**src/rtl/muldiv_pkg.sv**
```systemverilog
// Shared types and constants for the RV32M iterative multiply/divide unit.
package muldiv_pkg;

  localparam int unsigned XLEN = 32;

  // funct3 encodings of the M extension
  typedef enum logic [2:0] {
    OP_MUL    = 3'b000,
    OP_MULH   = 3'b001,
    OP_MULHSU = 3'b010,
    OP_MULHU  = 3'b011,
    OP_DIV    = 3'b100,
    OP_DIVU   = 3'b101,
    OP_REM    = 3'b110,
    OP_REMU   = 3'b111
  } muldiv_op_e;

  typedef enum logic [1:0] {
    IDLE = 2'd0,
    CALC = 2'd1,
    DONE = 2'd2
  } muldiv_state_e;

  localparam logic [XLEN-1:0] DIV_BY_ZERO_Q = {XLEN{1'b1}};
  localparam logic [XLEN-1:0] SIGNED_MIN    = {1'b1, {(XLEN-1){1'b0}}};

endpackage

```
**src/rtl/muldiv_unit.sv**
```systemverilog
// Iterative radix-2 multiply/divide unit with busy/done handshake.
// Multiply and divide share one double-width accumulator: for multiplies it
// holds {partial_high, multiplier}, for divides {remainder, quotient}.
module muldiv_unit
  import muldiv_pkg::*;
#(
  parameter int unsigned DATA_WIDTH = XLEN
) (
  input  logic                  clk,
  input  logic                  rst,
  input  logic                  start,
  input  logic                  flush,
  input  logic [2:0]            funct3,
  input  logic [DATA_WIDTH-1:0] op_a,
  input  logic [DATA_WIDTH-1:0] op_b,
  output logic                  busy,
  output logic                  done,
  output logic [DATA_WIDTH-1:0] result
);

  localparam int unsigned DW    = DATA_WIDTH;
  localparam int unsigned CNT_W = $clog2(DATA_WIDTH) + 1;

  localparam logic [DW-1:0]    ALL_ONES = DW'(DIV_BY_ZERO_Q);
  localparam logic [DW-1:0]    MIN_NEG  = DW'(SIGNED_MIN);
  localparam logic [CNT_W-1:0] LAST_IT  = CNT_W'(DATA_WIDTH - 1);

  muldiv_state_e     state;
  muldiv_op_e        op_q;
  logic [CNT_W-1:0]  cnt;
  logic [2*DW-1:0]   acc;
  logic [DW-1:0]     mag_b_q;
  logic              neg_q;

  // Start-time decode: signedness, magnitudes, result sign and fast path
  muldiv_op_e        op_in;
  logic              a_signed_c, b_signed_c, a_neg_c, b_neg_c, neg_in_c;
  logic [DW-1:0]     mag_a_c, mag_b_c;
  logic              fast_c;
  logic [DW-1:0]     fast_res_c;

  always_comb begin
    op_in      = muldiv_op_e'(funct3);
    a_signed_c = op_in inside {OP_MUL, OP_MULH, OP_MULHSU, OP_DIV, OP_REM};
    b_signed_c = op_in inside {OP_MUL, OP_MULH, OP_DIV, OP_REM};
    a_neg_c    = a_signed_c & op_a[DW-1];
    b_neg_c    = b_signed_c & op_b[DW-1];
    mag_a_c    = a_neg_c ? DW'(-op_a) : op_a;
    mag_b_c    = b_neg_c ? DW'(-op_b) : op_b;
    // Remainder takes the dividend sign; everything else XORs both signs
    neg_in_c   = (op_in == OP_REM) ? a_neg_c : (a_neg_c ^ b_neg_c);
    fast_c     = 1'b0;
    fast_res_c = '0;
    if (funct3[2] && (op_b == '0)) begin
      fast_c     = 1'b1;
      fast_res_c = funct3[1] ? op_a : ALL_ONES;
    end else if ((op_in == OP_DIV || op_in == OP_REM) &&
                 (op_a == MIN_NEG) && (op_b == ALL_ONES)) begin
      fast_c     = 1'b1;
      fast_res_c = funct3[1] ? '0 : MIN_NEG;
    end
  end

  // One radix-2 iteration plus the sign fixup / result select of the last one
  logic [DW:0]     mul_sum_c;
  logic [2*DW-1:0] mul_next_c;
  logic [DW:0]     rem_sh_c;
  logic [DW:0]     div_diff_c;
  logic [2*DW-1:0] div_next_c;
  logic [2*DW-1:0] acc_next_c;
  logic [2*DW-1:0] prod_c;
  logic [DW-1:0]   quo_c, rem_c;
  logic [DW-1:0]   final_c;

  always_comb begin
    mul_sum_c  = {1'b0, acc[2*DW-1:DW]} + {1'b0, (acc[0] ? mag_b_q : {DW{1'b0}})};
    mul_next_c = {mul_sum_c, acc[DW-1:1]};
    rem_sh_c   = acc[2*DW-1:DW-1];
    div_diff_c = rem_sh_c - {1'b0, mag_b_q};
    // Restoring step: keep the shifted remainder when the subtract borrows
    div_next_c = div_diff_c[DW] ? {rem_sh_c[DW-1:0], acc[DW-2:0], 1'b0}
                                : {div_diff_c[DW-1:0], acc[DW-2:0], 1'b1};
    acc_next_c = op_q[2] ? div_next_c : mul_next_c;
    prod_c     = neg_q ? (2*DW)'(-acc_next_c) : acc_next_c;
    quo_c      = neg_q ? DW'(-acc_next_c[DW-1:0]) : acc_next_c[DW-1:0];
    rem_c      = neg_q ? DW'(-acc_next_c[2*DW-1:DW]) : acc_next_c[2*DW-1:DW];
    final_c    = '0;
    case (op_q)
      OP_MUL:                        final_c = prod_c[DW-1:0];
      OP_MULH, OP_MULHSU, OP_MULHU:  final_c = prod_c[2*DW-1:DW];
      OP_DIV, OP_DIVU:               final_c = quo_c;
      OP_REM, OP_REMU:               final_c = rem_c;
      default:                       final_c = '0;
    endcase
  end

  // Control FSM and datapath registers; flush overrides every transition
  always_ff @(posedge clk or negedge rst) begin
    if (!rst) begin
      state   <= IDLE;
      op_q    <= OP_MUL;
      cnt     <= '0;
      acc     <= '0;
      mag_b_q <= '0;
      neg_q   <= 1'b0;
      busy    <= 1'b0;
      done    <= 1'b0;
      result  <= '0;
    end else if (flush) begin
      state <= IDLE;
      busy  <= 1'b0;
      done  <= 1'b0;
    end else begin
      done <= 1'b0;
      case (state)
        IDLE: begin
          if (start) begin
            busy <= 1'b1;
            if (fast_c) begin
              state  <= DONE;
              done   <= 1'b1;
              result <= fast_res_c;
            end else begin
              state   <= CALC;
              op_q    <= op_in;
              cnt     <= '0;
              acc     <= {{DW{1'b0}}, mag_a_c};
              mag_b_q <= mag_b_c;
              neg_q   <= neg_in_c;
            end
          end
        end
        CALC: begin
          acc <= acc_next_c;
          cnt <= cnt + CNT_W'(1);
          if (cnt == LAST_IT) begin
            state  <= DONE;
            done   <= 1'b1;
            result <= final_c;
          end
        end
        DONE: begin
          state <= IDLE;
          busy  <= 1'b0;
        end
        default: begin
          state <= IDLE;
          busy  <= 1'b0;
        end
      endcase
    end
  end

endmodule

```
**config.mk**
```make
export PLATFORM = sky130hd
export DESIGN_NAME = muldiv_unit
export DESIGN_NICKNAME = d
export VERILOG_FILES = /design/src/rtl/muldiv_pkg.sv /design/src/rtl/muldiv_unit.sv
export SDC_FILE = /design/constraint.sdc
export NUM_CORES = 1
export LEC_CHECK = 0
export CORE_UTILIZATION = 45
export DETAILED_ROUTE_END_ITERATION = 16
export GPL_TIMING_DRIVEN = 1
export SLEW_MARGIN = 20
export SYNTH_ARGS = -nofsm -noshare
export SYNTH_HDL_FRONTEND = slang
export SYNTH_SLANG_ARGS = --single-unit
```
**constraint.sdc**
```tcl
create_clock -name clk -period 5.75 [get_ports clk]
set_input_delay 1.4375 -clock clk [delete_from_list [all_inputs] [get_ports clk]]
set_output_delay 1.4375 -clock clk [all_outputs]
set_load 0.005 [all_outputs]
```
After elaboration in Yosys (flattened, before gate mapping). Index checks and enable logic that the tools add are counted.

Latch bits: 0. Memory bits (writable): 0. Bits of input ports: 71. Memories: 0. Flip-flop bits (word level): 142. Logic and storage cells: 102. Bits in read-only memories: 0.

Equality and inequality tests: 22. Divide/modulo/power cells: 0. Add/sub/neg operators: 8. Mux-type cells: 39. Shift-type cells: 0. $mul: 0. Bitwise operators: 5. Reduce and logical (&&, ||, !) cells: 19. Order comparisons: 0.

Operators by type and width (count): 2-to-1 mux 32 bit (12); 2-to-1 mux 64 bit (5); negator 32 bit (4); one-hot mux 32 bit (4 select lines) (1); one-hot mux 64 bit (2 select lines) (1); equality test 32 bit, second input constant (2); negator 64 bit (1); one-hot mux 32 bit (2 select lines) (1); adder 32 x 32 -> 33 bit (1); subtractor 33 x 32 -> 33 bit (1); zero test 32 bit (1); equality test 3 bit, second input constant (6); 2-to-1 mux 6 bit (2); one-hot mux 6 bit (2 select lines) (1); inequality test 2 bit, second input constant (5); equality test 3 x 2 -> 1 bit, second input constant (3); 2-to-1 mux 1 bit (9); 2-to-1 mux 2 bit (4); AND reduction 4 bit (2); adder 6 x 1 -> 6 bit, second input constant (1); equality test 3 x 1 -> 1 bit, second input constant (2); equality test 6 x 5 -> 1 bit, second input constant (1); zero test 3 bit (2); inequality test 3 bit, second input constant (2); other kinds (16) (23).

Depth between registers and ports, before layout. Gate-level depths: netlist of run 1.

Depth after elaboration: 10. Depth in mapped cells: 23. Gate-level depth less buffers: 22.

Worst setup path after synthesis of run 1. OpenSTA, ideal clock, no wires.

Path kind: register to register. Start: register acc[48]. End: register result[6]. Arrival: 4.487 ns. Path buffers: 1. Required time: 5.660 ns. Setup slack: 1.172 ns. Cell stages (with the launch flop): 22. Library setup time: 0.090 ns. Cell sequence: dfrtp_1 > ha_1 > buf_2 > a21oi_2 > o21ai_0 > a221oi_1 > o21ai_2 > o21ai_0 > nand2_1 > nor2_1 > ha_1 > o211ai_1 > nor4_1 > nand2_1 > nor2_1 > nor2_1 > a21oi_1 > nor2_1 > a21o_1 > a22o_1 > a2bb2oi_1 > o221ai_1.

Word-level cells in the longest chain between the ends: 8. Elaborated cells between the ends (all ways): 12. Those cells by class: add/sub (4); mux (8).

RTL lines: start, declared (line muldiv_unit.sv:31) `logic [2*DW-1:0] acc;`; start signal, assigned (line muldiv_unit.sv:127) `acc <= {{DW{1'b0}}, mag_a_c};`; start signal, assigned (line muldiv_unit.sv:134) `acc <= acc_next_c;`; subtractor 33 x 32 -> 33 bit * (line muldiv_unit.sv:79) `div_diff_c = rem_sh_c - {1'b0, mag_b_q};`; 2-to-1 mux 64 bit * (line muldiv_unit.sv:81) `div_next_c = div_diff_c[DW] ? {rem_sh_c[DW-1:0], acc[DW-2:0], 1'b0}`; 2-to-1 mux 64 bit * (line muldiv_unit.sv:83) `acc_next_c = op_q[2] ? div_next_c : mul_next_c;`; negator 64 bit (tied with other cells) (line muldiv_unit.sv:84) `prod_c = neg_q ? (2*DW)'(-acc_next_c) : acc_next_c;`; 2-to-1 mux 64 bit (tied with other cells) (line muldiv_unit.sv:84); one-hot mux 32 bit (4 select lines) * (line muldiv_unit.sv:88) `case (op_q)`; 2-to-1 mux 32 bit * (line muldiv_unit.sv:136) `if (cnt == LAST_IT) begin`; one-hot mux 32 bit (2 select lines) * (line muldiv_unit.sv:115) `case (state)`; end signal, assigned (line muldiv_unit.sv:122) `result <= fast_res_c;`; end signal, assigned (line muldiv_unit.sv:139) `result <= final_c;`; end, declared (line muldiv_unit.sv:18) `output logic [DATA_WIDTH-1:0] result`.

Every way passes the cells marked *; elsewhere a longest branch is shown, timed or not. The select of a mux whose other input is x is not followed. A chain may end at the register's enable or synchronous reset.

Worst setup path after layout of run 1.
Start: register acc[54]. End: register result[27].

Word-level cells in the longest chain between the ends: 8. Elaborated cells between the ends (all ways): 13. Those cells by class: add/sub (5); mux (8).

RTL lines (line): subtractor 33 x 32 -> 33 bit (muldiv_unit.sv:79); 2-to-1 mux 64 bit (muldiv_unit.sv:81); 2-to-1 mux 64 bit * (muldiv_unit.sv:83); negator 64 bit (tied with other cells) (muldiv_unit.sv:84); 2-to-1 mux 64 bit (tied with other cells) (muldiv_unit.sv:84); one-hot mux 32 bit (4 select lines) * (muldiv_unit.sv:88); 2-to-1 mux 32 bit * (muldiv_unit.sv:136); one-hot mux 32 bit (2 select lines) * (muldiv_unit.sv:115).

Marks and branches as above.

==> impl_table.tex, run 1 <==
\begin{tabular}{lr}
\hline
Metric & Value \\
\hline
\multicolumn{2}{l}{\textbf{Synthesis}} \\
\quad Post-synthesis cell count & 2132 \\
\quad Flip-flop cell with the highest count after synthesis & dfrtp\_1 \\
\quad Synth Cell Area & 15600 um\^{}2 \\
\quad Distinct cell type count after synthesis & 94 \\
\quad Syn\_nets & 2274 \\
\quad Proportion of netlist area held by the largest area contributor & a little under a quarter \\
\quad Number of register bits inferred by synthesis & 142 \\
\quad Proportion of register bits with asynchronous set or reset after synthesis & 100\% \\
\quad Yosys warnings & 0 \\
\quad Area leader, netlist & dfrtp\_1 \\
\quad Post-synth EDFFs & 0 \\
\quad Largest cells by area after synthesis & dfrtp\_1 (23\%), o21ai\_0 (7.2\%), nand2\_1 (5.9\%) \\
\quad Synth Area per Inst & 7.34 um\^{}2 \\
\quad Part of the Yosys area used for sequential elements & about 23\% \\
\multicolumn{2}{l}{\textbf{GRT}} \\
\quad Maximum number of pins on one net before global-route repair & 87 \\
\quad Remaining Overflow, GRT & 0 \\
\quad Antenna violations before repair & 4 \\
\quad Global-route wire length before repair & 105000 um \\
\quad Total track usage & $\sim$39\% \\
\quad Vias in the first global route & 16300 \\
\multicolumn{2}{l}{\textbf{Route}} \\
\quad Count of routing violations after the opening detailed-route iteration & 2283 \\
\quad Routed Wire Length & 69900 um \\
\quad Routed length per instance & $\sim$26 um \\
\quad DRT Pass-1 Iters & 6 \\
\quad Remaining antenna violation count & 0 \\
\quad DRC violation count after routing & 0 \\
\quad Via count & 17900 \\
\quad Vias per Instance & 6.65 \\
\multicolumn{2}{l}{\textbf{Setup path}} \\
\quad Kind of start point of the critical path & flop \\
\quad Required time at the endpoint of the critical path & 6.09 ns \\
\quad Cell count of the worst reg-to-reg path & 14 \\
\quad Crit Path Category & reg2reg \\
\quad Category of the worst setup path capture point & flop \\
\quad Maximum fanout along the worst path & 18 \\
\quad Startpoint of the lowest-slack register-to-register path & acc[54] \\
\quad Worst path arrival time & 5.71 ns \\
\quad Reg-to-reg endpoint & result[27] \\
\quad Register-to-register setup slack & 0.38 ns \\
\multicolumn{2}{l}{\textbf{Clocking}} \\
\quad Number of hold buffers added after CTS & 0 \\
\quad Clock network latency to the later pin of the worst-skew pair & 0.47 ns \\
\quad Post-CTS Repair Setup Buffers & 0 \\
\quad CTS Root Cell & clkbuf\_16 \\
\quad Clk sink count & around 140 \\
\quad Number of buffers inserted during clock tree synthesis & 17 \\
\quad Worst-case clock buffer depth & 2 \\
\quad Clock tree from TritonCTS & built \\
\quad H-tree levels & 4 \\
\quad Clock transition time at the flip-flop clock pins of the worst setup and hold paths & around 0.070 ns \\
\multicolumn{2}{l}{\textbf{Die}} \\
\quad Site Rows & 67 \\
\quad Die Area & 35500 um\^{}2 \\
\quad Initial Utilization & 46.2\% \\
\quad IO Count & 105 \\
\quad Die Wd & between 150 and 200 um \\
\quad Standard cell core area & 33900 um\^{}2 \\
\quad Die span in y & between 150 and 200 um \\
\multicolumn{2}{l}{\textbf{Finish}} \\
\quad Proportion of layout cells with a drive suffix above 1 & 8.43\% \\
\quad Syn-to-layout area delta & 15.7\% \\
\quad Nets & 2371 \\
\quad Fill cell instance count of the final layout & 3379 \\
\quad Final non-filler cell area & 18100 um\^{}2 \\
\multicolumn{2}{l}{\textbf{Placement}} \\
\quad Detailed placement HPWL & 55300 um \\
\quad Area after detailed placement & 17500 um\^{}2 \\
\quad GP Congestion & just over 1 \\
\quad Port Buf Inserts & 104 \\
\multicolumn{2}{l}{\textbf{STA}} \\
\quad Unrepaired setup endpoints after global routing & false \\
\quad Final period utilization & 93.4\% \\
\quad Number of hold violations in the final report & 0 \\
\quad Final-report setup violation count & 0 \\
\quad Final count of pins violating max slew & 0 \\
\quad Final worst path period need & 5.37 ns \\
\quad Maximum clock rate & 186 MHz \\
\quad Setup Total Neg Slack & 0 ns \\
\quad Post-Route Skew & 0.0149 ns \\
\quad Worst Max-Slew Pin Slew & $\sim$1.1 ns \\
\quad Max-Slew Margin vs Limit & 26.9\% \\
\multicolumn{2}{l}{\textbf{Outcome}} \\
\quad Run status & finished, final reports clean \\
\multicolumn{2}{l}{\textbf{Power}} \\
\quad Largest vdd supply drop & approximately 0.00034 V \\
\quad Power per standard cell area & 393 nW/um\^{}2 \\
\quad Leakage dissipation & 7.13 nW \\
\multicolumn{2}{l}{\textbf{Min path}} \\
\quad Worst min-delay path endpoint & result[7] \\
\quad Min-Delay Path Class & reg2reg \\
\quad Depth of the worst hold-timing path & 2 \\
\quad Start point of the worst min-delay path & result[7] \\
\multicolumn{2}{l}{\textbf{Flow run}} \\
\quad Number of maximum-capacitance constraint violations & 0 \\
\hline
\end{tabular}
[metal layers]
layer / part of all wire (%) / global-route usage, %
met4: 3.3 / 13.9
met3: 11 / 7.92
met5: 0 / 0.549
met1: 44 / 57.5
met2: 41 / 56.8
[flip-flops by register name, indices dropped and copies added, names as in the netlist]
name and flops:
busy 1, op_q 3, cnt 6, result 32, neg_q 1, done 1, state 2, mag_b_q 32
acc 64
[cell usage after synthesis, types with 33 or more instances]
library cell / count
clkbuf_1: 93
mux2i_1: 43
nand4_1: 42
a21oi_1: 176
xor2_1: 52
a31oi_1: 36
nor2_1: 196
o211ai_1: 33
ha_1: 69
o31ai_1: 34
nand3_1: 50
inv_1: 73
and2_1: 43
xnor2_1: 90
o21ai_0: 224
dfrtp_1: 142
nor3_1: 57
nand2_1: 244
[where the power goes]
group / total [mW] / switching [mW] / internal (mW) / leakage [nW]
registers: 1.40 / 0.229 / 1.17 / 1.78
clock network: 1.17 / 0.556 / 0.610 / 0.268
logic: 4.54 / 2.96 / 1.59 / 5.09
[critical path, cell delays in order (launching register included)]
cell and delay, ns:
dfrtp_1 0.43, ha_1 0.50, nand2_2 0.18, or3_4 0.41
nor4_4 0.31, o31ai_2 0.23, a21oi_2 0.86, o211ai_2 0.21
a211oi_1 0.44, and4bb_2 0.39, and2_0 0.45, nor4b_1 0.38
buf_4 0.18, mux2i_1 0.17, a31oi_1 0.10
[layout by cell type (no fill, tap or decap), types with 50 or more instances in the layout]
cell,n
dfrtp_1,140
nand3_1,50
o21ai_0,224
inv_1,73
a21oi_1,176
nand2_1,244
buf_4,90
ha_1,69
xnor2_1,90
clkdlybuf4s50_1,103
xor2_1,52
nor3_1,57
nor2_1,194
[cell families after synthesis]
logic type | count (synthesis) | share of synthesized area (%)
AND/OR/NAND/NOR | 784 | 24.5
AO/OA/AOI/OAI | 746 | 30.6
buffers and inverters | 191 | 4.81
XOR/XNOR | 142 | 7.95
flip-flops | 142 | 22.7
adder cells (fa/ha/maj) | 71 | 5.77
multiplexers | 56 | 3.69
[through the flow]
stage                     hold slack, ns  utilization [%]  total power, mW  instances  setup WS (ns)
after CTS                          0.492             53.4             6.94       2690          0.361
after global routing               0.527             53.5             7.46       2691         0.0690
after detailed placement           0.477             51.7             5.77       2658          0.397
final                              0.486             53.5             7.11       2691          0.377
after global placement             0.467             51.7             5.75       2658          0.478
after floorplan                    0.445                -             4.15       2132           1.17
[worst max-delay path by stage]
stage                       start         end  slack [ns]  cells after the start
after floorplan           acc[48]   result[6]        1.17                     21
after global placement    acc[48]  result[27]        0.48                     14
after detailed placement  op_a[0]  result[21]        0.40                     17
after CTS                 acc[48]  result[30]        0.36                     18
after global routing      acc[54]   result[4]        0.07                     20
final                     acc[54]  result[27]        0.38                     14
[what timing repair did]
item	CTS	global route
endpoints found under the hold margin	0	0
gates resized for setup	0	2
endpoints found under the setup margin	0	9
[area by class of cell]
class / count / area [um^2] / share of cell area, %
tap: 448 / 561 / 3.10
inverter: 74 / 278 / 1.53
multi-input combinational: 1799 / 11400 / 62.9
antenna: 1 / 2.50 / 0.0138
clock buffer: 17 / 425 / 2.35
clock inverter: 15 / 151 / 0.836
timing repair buffer: 195 / 1740 / 9.60
sequential: 142 / 3560 / 19.7
No activity file was read; power rests on OpenSTA's default activity.
==> run 2: changes to the inputs <==
--- a/config.mk
+++ b/config.mk
@@ -5,7 +5,7 @@
 export SDC_FILE = /design/constraint.sdc
 export NUM_CORES = 1
 export LEC_CHECK = 0
-export CORE_UTILIZATION = 45
+export CORE_UTILIZATION = 28
 export DETAILED_ROUTE_END_ITERATION = 16
 export GPL_TIMING_DRIVEN = 1
 export SLEW_MARGIN = 20
==> impl_table.tex, run 2 (same netlist as run 1, synthesis figures left out) <==
\begin{tabular}{lr}
\hline
Metric & Value \\
\hline
\multicolumn{2}{l}{\textbf{GRT}} \\
\quad Antenna violations before repair & 1 (was 4) \\
\quad Met3 Use GR & 3.37\% (was 7.92\%) \\
\quad Met2 demand-to-capacity share in global routing & 39.8\% (was 56.8\%) \\
\quad Vias in the first global route & 16900 (was 16300) \\
\quad GRT busiest layer & met2 (was met1) \\
\quad Global-route wire length before repair & 108000 um (was 105000 um) \\
\quad Total track usage & 25.2\% (was 39.4\%) \\
\quad Global Route met1 Usage & 34.1\% (was 57.5\%) \\
\quad Remaining Overflow, GRT & 0 (unchanged) \\
\quad Maximum number of pins on one net before global-route repair & 81 (was 87) \\
\multicolumn{2}{l}{\textbf{Route}} \\
\quad Via count & 17900 (about the same) \\
\quad Routed Wire Length & 72400 um (was 69900 um) \\
\quad DRT Pass-1 Iters & 9 (was 6) \\
\quad Routed length per instance & 23.9 um (was 26.0 um) \\
\quad Remaining antenna violation count & 0 (unchanged) \\
\quad Count of routing violations after the opening detailed-route iteration & 2000 (was 2283) \\
\quad DRC violation count after routing & 0 (unchanged) \\
\quad Vias per Instance & 5.93 (was 6.65) \\
\multicolumn{2}{l}{\textbf{Placement}} \\
\quad GP Congestion & 1.05 (was 1.03) \\
\quad Detailed placement HPWL & 57300 um (was 55300 um) \\
\quad Area after detailed placement & 18100 um\^{}2 (was 17500 um\^{}2) \\
\quad Port Buf Inserts & 104 (unchanged) \\
\multicolumn{2}{l}{\textbf{Die}} \\
\quad Site Rows & 86 (was 67) \\
\quad Initial Utilization & 28.3\% (was 46.2\%) \\
\quad IO Count & 105 (unchanged) \\
\quad Standard cell core area & 55200 um\^{}2 (was 33900 um\^{}2) \\
\quad Die Area & 56800 um\^{}2 (was 35500 um\^{}2) \\
\quad Die span in y & 238 um (was 188 um) \\
\quad Die Wd & 238 um (was 188 um) \\
\multicolumn{2}{l}{\textbf{Clocking}} \\
\quad CTS Root Cell & clkbuf\_16 (unchanged) \\
\quad Number of hold buffers added after CTS & 0 (unchanged) \\
\quad CTS resizes & 0 (unchanged) \\
\quad Clock transition time at the flip-flop clock pins of the worst setup and hold paths & 0.07 ns (about the same) \\
\quad Clock tree from TritonCTS & built (unchanged) \\
\quad Worst-case clock buffer depth & 2 (unchanged) \\
\quad Clock network latency to the later pin of the worst-skew pair & 0.48 ns (was 0.47 ns) \\
\quad Clk sink count & 142 (unchanged) \\
\quad Post-CTS Repair Setup Buffers & 0 (unchanged) \\
\quad H-tree levels & 4 (unchanged) \\
\quad Number of buffers inserted during clock tree synthesis & 17 (unchanged) \\
\multicolumn{2}{l}{\textbf{STA}} \\
\quad Number of hold violations in the final report & 0 (unchanged) \\
\quad Final count of pins violating max slew & 0 (unchanged) \\
\quad Final-report setup violation count & 0 (unchanged) \\
\quad Worst Max-Slew Pin Slew & 1.09 ns (about the same) \\
\quad Final period utilization & 95.9\% (was 93.4\%) \\
\quad Setup Total Neg Slack & 0 ns (unchanged) \\
\quad Post-Route Skew & 0.0189 ns (was 0.0149 ns) \\
\quad Unrepaired setup endpoints after global routing & false (unchanged) \\
\quad Maximum clock rate & 181 MHz (was 186 MHz) \\
\quad Final worst path period need & 5.51 ns (was 5.37 ns) \\
\quad Max-Slew Margin vs Limit & 27.4\% (was 26.9\%) \\
\multicolumn{2}{l}{\textbf{Finish}} \\
\quad Largest register FFs & 64 (unchanged) \\
\quad Largest registers in the final layout & acc (64), mag\_b\_q (32), result (32) (unchanged) \\
\quad Diodes inserted & 0 (was 1) \\
\quad Area occupied by multi-input gates & 11400 um\^{}2 (about the same) \\
\quad Leading cell type in the layout, fill and taps excluded & nand2\_1 (unchanged) \\
\quad Final non-filler cell area & 18700 um\^{}2 (was 18100 um\^{}2) \\
\quad Register cell area after layout & 3560 um\^{}2 (unchanged) \\
\quad Register with the most flip-flops & acc (unchanged) \\
\quad Fill cell instance count of the final layout & 5841 (was 3379) \\
\quad Syn-to-layout area delta & 19.7\% (was 15.7\%) \\
\quad Most used cells in the layout excluding fill and tap cells & nand2\_1 (243), o21ai\_0 (224), nor2\_1 (194) (was nand2\_1 (244), o21ai\_0 (224), nor2\_1 (194)) \\
\quad Nets & 2405 (was 2371) \\
\quad Proportion of layout cells with a drive suffix above 1 & 9.71\% (was 8.43\%) \\
\multicolumn{2}{l}{\textbf{Flow run}} \\
\quad Number of maximum-capacitance constraint violations & 0 (unchanged) \\
\multicolumn{2}{l}{\textbf{Setup path}} \\
\quad Required time at the endpoint of the critical path & 6.14 ns (was 6.09 ns) \\
\quad Kind of start point of the critical path & flop (unchanged) \\
\quad Worst path arrival time & 5.91 ns (was 5.71 ns) \\
\quad Maximum fanout along the worst path & 12 (was 18) \\
\quad Crit Path Category & reg2reg (unchanged) \\
\quad Category of the worst setup path capture point & flop (unchanged) \\
\multicolumn{2}{l}{\textbf{Power}} \\
\quad Sw power & 3.75 mW (was 3.74 mW) \\
\quad Pint & 3.50 mW (was 3.37 mW) \\
\quad Leakage dissipation & 7.30 nW (was 7.13 nW) \\
\quad Clock power frac & 16.2\% (was 16.4\%) \\
\quad Power per standard cell area & 387 nW/um\^{}2 (was 393 nW/um\^{}2) \\
\quad Largest vdd supply drop & 0.000260 V (was 0.000336 V) \\
\quad Fraction of power spent switching nets & 51.7\% (was 52.6\%) \\
\quad Combinational group share of total power & 64.1\% (was 63.9\%) \\
\quad Register share of total power & 19.7\% (about the same) \\
\multicolumn{2}{l}{\textbf{Min path}} \\
\quad Min-Delay Path Class & reg2reg (unchanged) \\
\multicolumn{2}{l}{\textbf{Outcome}} \\
\quad Run status & finished, final reports clean (unchanged) \\
\hline
\end{tabular}
==> run 2: cell count changes in the layout (fill, tap and decap cells not counted), moves of 2 or more <==
cell        delta
inv_6          -2
clkinvlp_4     -3
clkbuf_8       +3
buf_4         +34
clkinv_4       +4
inv_8          -2
==> run 2: final timing paths <==
kind	startpoint	end	slack (ns)	depth (start not counted)
setup reg to reg	acc[48]	result[17]	0.24	16
min in group asynchronous	rst	done	1.03	1
max in group asynchronous	rst	mag_b_q[24]	3.48	2
hold / removal	busy	busy	0.50	1
hold reg to reg	busy	busy	0.50	1
setup / recovery	acc[48]	result[17]	0.24	16
==> run 2: cell type report <==
cell class,count,share of cell area (%)
Timing Repair Buffer,229,10.6
Tap cell,748,5.00
Sequential cell,142,19.0
Clock buffer,20,2.49
Multi-Input combinational cell,1799,60.7
Inverter,74,1.48
Clock inverter,12,0.661
==> run 2: routing by layer <==
metal,wire [um],up-vias
li1,-,8175
met1,31400,8682
met2,32500,913
met3,5480,165
met4,3050,0
met5,0,-
==> run 2: metrics by stage <==
step	hold WS [ns]	setup slack, ns	util (%)	instances	total power, mW
floorplan	0.445	1.17	-	2132	4.15
detailed placement	0.481	0.0640	32.8	2992	5.94
global route	0.535	0.0124	33.9	3024	7.61
CTS	0.502	0.383	33.9	3024	7.13
global placement	0.472	0.117	32.8	2992	5.93
finish	0.504	0.236	33.9	3024	7.25
==> run 2: power by group through the flow <==
stage | clock, mW | sequential (mW) | combinational, mW
after floorplan | 0 | 1.32 | 2.83
after global placement | 0 | 1.43 | 4.50
after detailed placement | 0 | 1.44 | 4.51
after CTS | 1.18 | 1.42 | 4.53
after global routing | 1.22 | 1.44 | 4.94
final | 1.18 | 1.43 | 4.64
==> run 2: worst max-delay path, cell delays in order (launching register included) <==
cell and delay, ns:
dfrtp_1 0.56, ha_1 0.51, a21oi_2 0.24, o21ai_0 0.14, a221oi_1 0.40, buf_4 0.19
o21ai_2 0.06, buf_4 0.18, nor3_2 0.84, o211ai_1 0.26, a32oi_1 0.35, nand4b_1 0.35
nor3_1 0.51, nor4b_1 0.37, o31ai_1 0.14, buf_4 0.16, a41oi_1 0.16
